`config.mk`:
```
export PLATFORM = sky130hd
export DESIGN_NAME = rx_uart
export DESIGN_NICKNAME = d
export VERILOG_FILES = /design/src/rtl/uart_pkg.sv /design/src/rtl/sync_2ff.sv /design/src/rtl/rx_uart.sv
export SDC_FILE = /design/constraint.sdc
export NUM_CORES = 1
export LEC_CHECK = 0
export ABC_AREA = 1
export BUFFER_PORTS_ARGS = -buffer_cell sky130_fd_sc_hd__buf_2
export CAP_MARGIN = 5
export CORE_MARGIN = 5
export CORE_UTILIZATION = 58
export CTS_CLUSTER_SIZE = 40
export DETAILED_ROUTE_END_ITERATION = 6
export GPL_TIMING_DRIVEN = 0
export PLACE_DENSITY = 0.88
export SYNTH_ARGS = -nofsm -noshare
export SYNTH_HDL_FRONTEND = slang
export SYNTH_SLANG_ARGS = --single-unit
```
`constraint.sdc`:
```
create_clock -name i_clock -period 2.1 [get_ports i_clock]
set_input_delay 0.105 -clock i_clock [delete_from_list [all_inputs] [get_ports i_clock]]
set_output_delay 0.105 -clock i_clock [all_outputs]
set_load 0.05 [all_outputs]
```
`src/rtl/uart_pkg.sv`:
```
// Shared UART definitions: FSM state encodings and oversampling constants
// used by both the receiver and the transmitter.
package uart_pkg;

  typedef logic [2:0] state_t;

  localparam state_t IDLE   = 3'd0;
  localparam state_t START  = 3'd1;
  localparam state_t DATA   = 3'd2;
  localparam state_t STOP   = 3'd3;
  localparam state_t PARITY = 3'd4;

  localparam int OVERSAMPLE = 16;
  localparam int MID_TICK   = 7;

endpackage

```
`src/rtl/sync_2ff.sv`:
```
// Generic two-flop synchronizer for asynchronous single-bit inputs.
// Reset value is a parameter so idle-high lines come out of reset idle.
module sync_2ff #(
  parameter logic RST_VAL = 1'b1
) (
  input  logic i_clock,
  input  logic i_reset,
  input  logic i_d,
  output logic o_q
);

  logic r_meta;
  logic r_sync;

  always_ff @(posedge i_clock or negedge i_reset) begin
    if (!i_reset) begin
      r_meta <= RST_VAL;
      r_sync <= RST_VAL;
    end else begin
      r_meta <= i_d;
      r_sync <= r_meta;
    end
  end

  assign o_q = r_sync;

endmodule

```
`src/rtl/rx_uart.sv`:
```
// UART receiver, 16x oversampled, LSB first, 1 start / DBIT data / stop.
// Define RX_PARITY_EN to add a parity bit and the o_parity_err output.
module rx_uart
  import uart_pkg::*;
#(
  parameter int DBIT       = 8,
  parameter int SB_TICK    = 16,
  parameter bit PARITY_ODD = 1'b0
) (
  input  logic            i_clock,
  input  logic            i_reset,
  input  logic            i_rx,
  input  logic            i_s_tick,
  output logic [DBIT-1:0] o_data,
  output logic            o_rx_done_tick,
  output logic            o_frame_err
`ifdef RX_PARITY_EN
  ,
  output logic            o_parity_err
`endif
);

  localparam logic [4:0] MID_S   = 5'(MID_TICK);
  localparam logic [4:0] LAST_S  = 5'(OVERSAMPLE - 1);
  localparam logic [4:0] STOP_S  = 5'(SB_TICK - 1);
  localparam logic [2:0] LAST_N  = 3'(DBIT - 1);
`ifdef RX_PARITY_EN
  localparam state_t     AFTER_D = PARITY;
`else
  localparam state_t     AFTER_D = STOP;
`endif

  logic            w_rx_s;
  state_t          r_state;
  logic [4:0]      r_s;
  logic [2:0]      r_n;
  logic [DBIT-1:0] r_shift;
  logic [DBIT-1:0] r_data;
  logic            r_done;
  logic            r_ferr;
`ifdef RX_PARITY_EN
  logic            r_par;
  logic            r_perr;
`endif

  sync_2ff #(
    .RST_VAL (1'b1)
  ) u_sync (
    .i_clock (i_clock),
    .i_reset (i_reset),
    .i_d     (i_rx),
    .o_q     (w_rx_s)
  );

  always_ff @(posedge i_clock or negedge i_reset) begin
    if (!i_reset) begin
      r_state <= IDLE;
      r_s     <= '0;
      r_n     <= '0;
      r_shift <= '0;
      r_data  <= '0;
      r_done  <= 1'b0;
      r_ferr  <= 1'b0;
`ifdef RX_PARITY_EN
      r_par   <= 1'b0;
      r_perr  <= 1'b0;
`endif
    end else begin
      r_done <= 1'b0;
      case (r_state)
        IDLE: begin
          if (!w_rx_s) begin
            r_state <= START;
            r_s     <= '0;
          end
        end
        START: begin
          if (i_s_tick) begin
            if (r_s == MID_S) begin
              // a start bit still low at mid-bit is real; else it was a glitch
              if (!w_rx_s) begin
                r_state <= DATA;
                r_s     <= '0;
                r_n     <= '0;
              end else begin
                r_state <= IDLE;
              end
            end else begin
              r_s <= r_s + 5'd1;
            end
          end
        end
        DATA: begin
          if (i_s_tick) begin
            if (r_s == LAST_S) begin
              r_shift <= {w_rx_s, r_shift[DBIT-1:1]};
              r_s     <= '0;
              if (r_n == LAST_N) begin
                r_state <= AFTER_D;
              end else begin
                r_n <= r_n + 3'd1;
              end
            end else begin
              r_s <= r_s + 5'd1;
            end
          end
        end
`ifdef RX_PARITY_EN
        PARITY: begin
          if (i_s_tick) begin
            if (r_s == LAST_S) begin
              r_par   <= w_rx_s;
              r_s     <= '0;
              r_state <= STOP;
            end else begin
              r_s <= r_s + 5'd1;
            end
          end
        end
`endif
        STOP: begin
          if (i_s_tick) begin
            if (r_s == STOP_S) begin
              r_data  <= r_shift;
              r_ferr  <= ~w_rx_s;
              r_done  <= 1'b1;
`ifdef RX_PARITY_EN
              r_perr  <= ^r_shift ^ r_par ^ PARITY_ODD;
`endif
              r_state <= IDLE;
            end else begin
              r_s <= r_s + 5'd1;
            end
          end
        end
        default: r_state <= IDLE;
      endcase
    end
  end

  assign o_data         = r_data;
  assign o_rx_done_tick = r_done;
  assign o_frame_err    = r_ferr;
`ifdef RX_PARITY_EN
  assign o_parity_err   = r_perr;
`endif

endmodule

```
After elaboration in Yosys (flattened, before gate mapping)

Cells that the tools add are included.

Bits in registers: 31
Input bits: 4

Bitwise logic cells: 1
Multiplexer cells: 28
Equality and inequality tests: 17
$add $sub $neg: 2
Reduce and logical (&&, ||, !) cells: 8

Operator list:

| operator                                            | number |
|---|---|
| two-way mux 3 bit                                   | 14 |
| two-way mux 5 bit                                   | 7 |
| inequality test 2 bit, second input constant        | 11 |
| one-hot mux 5 bit (4 select lines)                  | 1 |
| one-hot mux 3 bit (4 select lines)                  | 1 |
| AND reduction 8 bit                                 | 1 |
| AND reduction 7 bit                                 | 1 |
| equality test 3 x 2 -> 1 bit, second input constant | 2 |
| one-hot mux 3 bit (2 select lines)                  | 1 |
| AND reduction 3 bit                                 | 2 |
| adder 5 x 1 -> 5 bit, second input constant         | 1 |
| equality test 5 x 3 -> 1 bit, second input constant | 1 |
| equality test 5 x 4 -> 1 bit, second input constant | 1 |
| AND reduction 5 bit                                 | 1 |
| nonzero test 4 bit                                  | 1 |
| adder 3 x 1 -> 3 bit, second input constant         | 1 |
| equality test 3 x 1 -> 1 bit, second input constant | 1 |
| equality test 3 bit, second input constant          | 1 |
| zero test 3 bit                                     | 1 |
| two-way mux 1 bit                                   | 3 |
| two-way mux 2 bit                                   | 1 |
| nonzero test 2 bit                                  | 1 |
| inverter 1 bit                                      | 1 |

Logic depth before layout (Yosys ltp)

Gate-level depths: netlist (run 1).

Depth after elaboration: 5
Depth in mapped cells: 11

By module

From an unflattened synthesis (run 1), not the netlist that was laid out.

Cells, all modules: 182
Area total of the unflattened synthesis: 1590.3 um^2

By module, submodules not included:

| module   | area an instance (um^2) | cells each | sequential area each (um^2) | instances |
|---|---|---|---|---|
| rx_uart  | 1537.7                  | 180        | 700.7                       | 1 |
| sync_2ff | 52.6                    | 2          | 52.6                        | 1 |

Worst setup path before layout (run 1)

No wires, ideal clock.

Path type: register -> register
From: register r_s[0]
To: register r_data[7], in the netlist o_data[7]
Arrival time: 1.468 ns
Stages on the path, launching flop included: 11
Slack: 0.513 ns
Cell sequence: dfrtp_1 > ha_1 > nand2_2 > nor2_1 > ha_1 > nand2_2 > nor2_4 > inv_4 > buf_8 > nand2_2 > o21ai_2

Word-level cells in the longest chain between the ends: 2

Ends and longest elaborated chain:

| what                                 | line           | source |
|---|---|---|
| from (decl)                          | rx_uart.sv:35  | `logic [4:0] r_s;` |
| from (signal assigned)               | rx_uart.sv:89  | `r_s <= r_s + 5'd1;` |
| from (signal assigned)               | rx_uart.sv:104 | `r_s <= r_s + 5'd1;` |
| from (signal assigned)               | rx_uart.sv:132 | `r_s <= r_s + 5'd1;` |
| equality test 5 x 4 -> 1 bit         | rx_uart.sv:123 | `if (r_s == STOP_S) begin` |
| AND reduction 3 bit (no source line) | -              |  |
| to (signal assigned)                 | rx_uart.sv:124 | `r_data <= r_shift;` |
| to (decl)                            | rx_uart.sv:38  | `logic [DBIT-1:0] r_data;` |

No other way between the ends.
A chain may end at the register's enable or synchronous reset.

Final worst setup path (run 1)

From: register r_s[0]
To: register r_state[1]

Word-level cells in the longest chain between the ends: 3
Elaborated cells on any way between the ends: 6

Ends and longest elaborated chain:

| what                                                                                | line                                         | source |
|---|---|---|
| equality test 5 x 4 -> 1 bit / equality test 5 x 3 -> 1 bit (equally long branches) | rx_uart.sv:95, rx_uart.sv:123, rx_uart.sv:79 |  |
| inequality test 2 bit (no source line)                                              | -                                            |  |
| AND reduction 8 bit (no source line) *                                              | -                                            |  |
| to (signal assigned)                                                                | rx_uart.sv:99                                | `r_state <= AFTER_D;` |
| to (signal assigned)                                                                | rx_uart.sv:130                               | `r_state <= IDLE;` |
| to (signal assigned)                                                                | rx_uart.sv:136                               | `default: r_state <= IDLE;` |
| to (decl)                                                                           | rx_uart.sv:34                                | `state_t r_state;` |

Every way passes the cells marked *; elsewhere a longest branch is shown, timed or not.

==> flow_summary.yaml, run 1 <==
yosys:
  synth.cell_area_mm2: 0.00159
  synth_largest_area_cell: "dfrtp_1"
  ys_ff_latch: 30
  synth_edf_count: 0
  synthDistinctLibCells: 25
  synthArstFlopShare_pct: 100
  synth.net_count: 198
  ys_top_cells_by_area: "dfrtp_1, nand2_1, ha_1, inv_1, nand3_1"
  synthFlopType: "dfrtp_1"
  synth_warnings: 0
  ys_seq_area_share_pct: 47.4
  synth_top_area_share_pct: 44.1
  synthCells: 183
  avgSynthCellArea_um2: 8.68
sta:
  period_needed_ps: 1850
  final-hold-violation-count: 0
  relSlewSlack_pct: 57.4
  skew_ps: 13.1
  fmax_ghz: 0.539
  final.setup.tns_ps: 0
  hold_ws_ps: 95.3
  finalSetupViolations: 0
  rsz0062_at_grt: "no"
  tightest_slew_ps: 638
  fin_crit_sh_pct: 88.3
  slew_viol_final: 0
worst_setup_path:
  critPathBufInv: 1
  crit_family: "simple AND/OR/NAND/NOR gates"
  critPathMaxStageDelay_ps: 400
  critPathLaunchType: "flop"
  worstPathMaxFanout: 4
  cp.depth: 11
  critical_path_class: "reg2reg"
  worstPathArrival_ps: 2080
  cp_cell_sequence: "ha_1 > nand2_2 > nor2_1 > ha_1 > nand2_2 > inv_2 > nor2_1 > nor2_1 > nand2_1 > nand2_1 > nand2_1"
  reg2reg_depth: 11
  critical_path.endpoint_type: "flop"
  cp_slowest_cell: "dfrtp_1"
  critPathRequiredTime_ps: 2320
die:
  fp-row-count: 19
  die_h_um: 62.3
  start_util_pct: 59.2
  dieArea_mm2: 0.00389
  coreArea_mm2: 0.00269
  dieWidth_um: 62.3
  io_pins: 14
power_and_ir_drop:
  power_mw: 1.65
  power.density_mw_per_mm2: 919
  ir_drop_mv: 0.647
  p_leak_nw: 0.951
global_routing:
  use_met1_pct: 19.7
  grt_most_used_layer: "met2"
  grt_util_met2_pct: 27.2
  grt_pass1_vias: 1200
  grt_max_degree: 31
  use_met3_pct: 5.77
  grt.total_usage_pct: 16.3
  grt-ovfl-total: 0
  grt_pass1_wl_mm: 5.17
  antenna_found_initial: 0
detailed_routing:
  drc: 0
  drt_first_pass_iters: 4
  postRouteWirelength_mm: 2.86
  wl_per_cell_um: 12.1
  avgViaCountPerCell: 5.10
  vias: 1208
  drt-initial-drc-count: 30
  ant_nets: 0
layout:
  nFillCells: 225
  final_cells: 237
  num_antenna_cells: 0
  area_growth_pct: 13.1
  fin_util_pct: 66.9
  drive_gt1_share_pct: 23.3
  nNetsFinal: 220
clock_network:
  clk_path_buf_depth: 2
  hold_buffers: 2
  clk_pin_slew_ps: 90
  clock-sinks: 30
  clk_root_buffer_cell: "clkbuf_4"
  cts_buffers: 5
  post_cts.resized_instances: 0
  clkLatencyLatePin_ps: 340
  cts_tree: "built"
  cts_setup_buffers: 0
  htree_levels: 2
place:
  io_buffers: 13
  dpl.cell_count: 227
  hpwlAfterDp_mm: 2.00
  routabilityCongestion: 0.860
flow_run:
  drv_cap: 0
worst_hold_path:
  hold_path_depth: 3
  hp-class: "in2reg"
run_status:
  status: "finished, final reports clean"
## metrics by stage
step | worst slack, ps | cell area (um2)
2_1_floorplan | 513 | 1590
3_3_place_gp | 304 | 1690
3_5_place_dp | 278 | 1690
4_1_cts | 254 | 1800
5_1_grt | 69.3 | 1800
6_report | 245 | 1800
## cell type report
cell class                 count  area, um2  share of cell area (%)
multi-input combinational    124        701                    39.0
clock buffer                   7       55.1                    3.06
buffer                         3       33.8                    1.88
clock inverter                 1       30.0                    1.67
sequential                    30        753                    41.9
timing repair buffer          15       85.1                    4.73
tap                           31       38.8                    2.16
inverter                      26        101                    5.64
## per-layer routing
metal  routed length [um]  vias to the layer above
met1                 1260                      564
met5                    0                        -
met2                 1410                       23
met3                  133                        8
met4                   50                        0
li1                     -                      613
## layout by cell type, fill, tap and decap left out, types with 6 or more instances in the layout
cell	synthesis	final
o21ai_2	8	8
nand2_1	57	57
dfrtp_1	28	28
ha_1	11	11
buf_2	0	13
nand3_1	14	14
nand2_2	6	6
inv_1	21	21
o21ai_0	9	9
nor2_1	9	9
## kinds of logic (layout without fill, tap and decap cells)
group	count (synthesis)	count (layout)	synth area share, %
buffers and inverters	29	52	8.50
and+or+nand+nor	90	90	24.3
AOI/OAI and AO/OA	22	22	10.6
xor gates and xnor gates	1	1	0.551
adders and majority gates	11	11	8.66
DFF	30	30	47.4
## sequential cells by signal, indices dropped and copies added, names as in the netlist
name,flops
u_sync.o_q,1
o_rx_done_tick,1
o_data,8
u_sync.r_meta,1
o_frame_err,1
r_n,3
r_state,2
r_shift,8
r_s,5
## tightest hold or removal path, delay by kind of cell
family,cells,cell delay [ps]
buffers and inverters,1,130
and+or+nand+nor,2,150
## report_power, final
group	internal, mW	total (mW)	switching, mW
Sequential	0.626	0.672	0.0454
Combinational	0.178	0.492	0.314
Clock	0.284	0.488	0.204
Total	1.09	1.65	0.563
## path summary, 6_finish.rpt
check                                 end     startpoint  slack (ps)
max reg2reg                    r_state[1]         r_s[0]         250
max in group asynchronous       o_data[7]        i_reset        1360
min in group asynchronous      r_state[0]        i_reset         310
min                        o_rx_done_tick       i_s_tick         100
max                            r_state[1]         r_s[0]         250
min reg2reg                    u_sync.o_q  u_sync.r_meta         360
## cell usage after synthesis (all sizes together), types with 2 or more instances
| library cell | count |
|---|---|
| ha | 11 |
| dfrtp | 28 |
| inv | 25 |
| o21ai | 19 |
| dfstp | 2 |
| nand2 | 63 |
| nor2 | 11 |
| buf | 3 |
| nand3 | 14 |
(Power assumes the default switching activity.)
==> run 2, diff against run 1 <==
--- a/config.mk
+++ b/config.mk
@@ -14,6 +14,7 @@
 export DETAILED_ROUTE_END_ITERATION = 6
 export GPL_TIMING_DRIVEN = 0
 export PLACE_DENSITY = 0.88
+export REMOVE_ABC_BUFFERS = 1
 export SYNTH_ARGS = -nofsm -noshare
 export SYNTH_HDL_FRONTEND = slang
 export SYNTH_SLANG_ARGS = --single-unit
==> run 2 against run 1 <==
Against the previous run:
- final cell count decreased by 1.3%
- sequential power about the same
- fmax decreased by 1.4%
- global-route usage decreased by 0.99 points
- core utilization decreased by 2.0 points
- critical path depth unchanged
- clock-buffer cell count decreased by 1
- register-to-register slack got worse by 30 ps
- clock skew decreased by 10 ps
- highest routed layer unchanged
==> flow_summary.yaml, run 2 (synthesis gave the netlist of run 1 again) <==
die:
  fp-row-count: 19
  coreArea_mm2: 0.00269
  dieArea_mm2: 0.00389
  io_pins: 14
  dieWidth_um: 62.3
  start_util_pct: 59.2
  die_h_um: 62.3
sta:
  skew_ps: 2.76
  finalSetupViolations: 0
  relSlewSlack_pct: 56.5
  tightest_slew_ps: 652
  final-hold-violation-count: 0
  fin_crit_sh_pct: 89.6
  period_needed_ps: 1880
  final.setup.tns_ps: 0
  fmax_ghz: 0.531
  rsz0062_at_grt: "no"
  slew_viol_final: 0
layout:
  seq_area_um2: 753
  drive_gt1_share_pct: 22.7
  layout_commonest_cell: "nand2_1"
  fin_area_mm2: 0.00174
  nFillCells: 242
  final_cells: 234
  final_cell_mix: "nand2_1, dfrtp_1, inv_1"
  fin_util_pct: 64.9
  nNetsFinal: 217
  area_growth_pct: 9.68
  num_antenna_cells: 0
  multi_input_area_um2: 701
global_routing:
  grt.total_usage_pct: 15.3
  antenna_found_initial: 0
  grt_max_degree: 31
  grt-ovfl-total: 0
  grt_pass1_wl_mm: 4.74
  grt_pass1_vias: 1103
place:
  placed_area_mm2: 0.00166
  hpwlAfterDp_mm: 1.87
  io_buffers: 13
  routabilityCongestion: 0.823
  dpl.cell_count: 224
detailed_routing:
  drc: 0
  drt_first_pass_iters: 5
  vias: 1184
  postRouteWirelength_mm: 2.62
  ant_nets: 0
  wl_per_cell_um: 11.2
  drt-initial-drc-count: 49
  avgViaCountPerCell: 5.06
clock_network:
  clkLatencyLatePin_ps: 330
  cts_tree: "built"
  cts_buffers: 5
  hold_buffers: 2
  clock-sinks: 30
  htree_levels: 2
  clk_pin_slew_ps: 100
  post_cts.resized_instances: 0
  cts_setup_buffers: 0
  clk_root_buffer_cell: "clkbuf_4"
  clk_path_buf_depth: 2
worst_setup_path:
  critPathLaunchType: "flop"
  critical_path.endpoint_type: "flop"
  worstPathMaxFanout: 4
  critPathRequiredTime_ps: 2330
  worstPathArrival_ps: 2110
  critical_path_class: "reg2reg"
run_status:
  status: "finished, final reports clean"
power_and_ir_drop:
  ir_drop_mv: 0.701
  power.density_mw_per_mm2: 880
  p_leak_nw: 0.921
worst_hold_path:
  hp-class: "in2reg"
flow_run:
  drv_cap: 0
run 2: through the flow:
stage / setup slack [ps] / power, mW / hold WS, ps
5_1_grt: 71.5 / 1.66 / 87.8
6_report: 219 / 1.53 / 85.2
3_5_place_dp: 260 / 1.16 / 165
4_1_cts: 235 / 1.54 / 74.1
2_1_floorplan: 513 / 1.06 / -191
3_3_place_gp: 303 / 1.15 / 158
run 2: routing by layer:
layer / track usage, % / vias up / wire length (um)
met3: 6.85 / 6 / 155
met5: 0 / - / 0
met1: 17.7 / 545 / 1210
li1: - / 608 / -
met2: 25.0 / 25 / 1210
met4: 5.57 / 0 / 46
run 2: final cells by class:
cell class,instances,share of cell area (%)
clock buffer,6,2.94
clock inverter,2,0.718
inverter,26,5.81
multi-input combinational,124,40.2
sequential,30,43.2
tap,31,2.23
timing repair buffer,15,4.88
run 2: power by group:
| part | total [mW] | internal, mW | switching, mW | leakage [nW] |
|---|---|---|---|---|
| Sequential | 0.672 | 0.626 | 0.0455 | 0.408 |
| Clock | 0.377 | 0.161 | 0.216 | 0.0343 |
| Combinational | 0.485 | 0.175 | 0.311 | 0.479 |
| Total | 1.53 | 0.961 | 0.572 | 0.921 |
run 2: path summary, 6_finish.rpt:
path,from,endpoint,slack (ps),cells past startpoint
worst max register to register,r_s[0],r_state[1],220,11
worst min-delay path,i_s_tick,o_rx_done_tick,90,3
worst max-delay path,r_s[0],r_state[1],220,11
max in group asynchronous,i_reset,r_state[0],1360,2
min in group asynchronous,i_reset,r_s[4],320,2
worst min register to register,u_sync.r_meta,u_sync.o_q,360,0
run 2: critical path, cell delays in order (launching register included):
cell and delay, ps:
dfrtp_1 410, ha_1 220, nand2_2 80, nor2_1 200, ha_1 260, nand2_2 90
inv_2 70, nor2_1 40, nor2_1 200, nand2_1 100, nand2_1 70, nand2_1 50
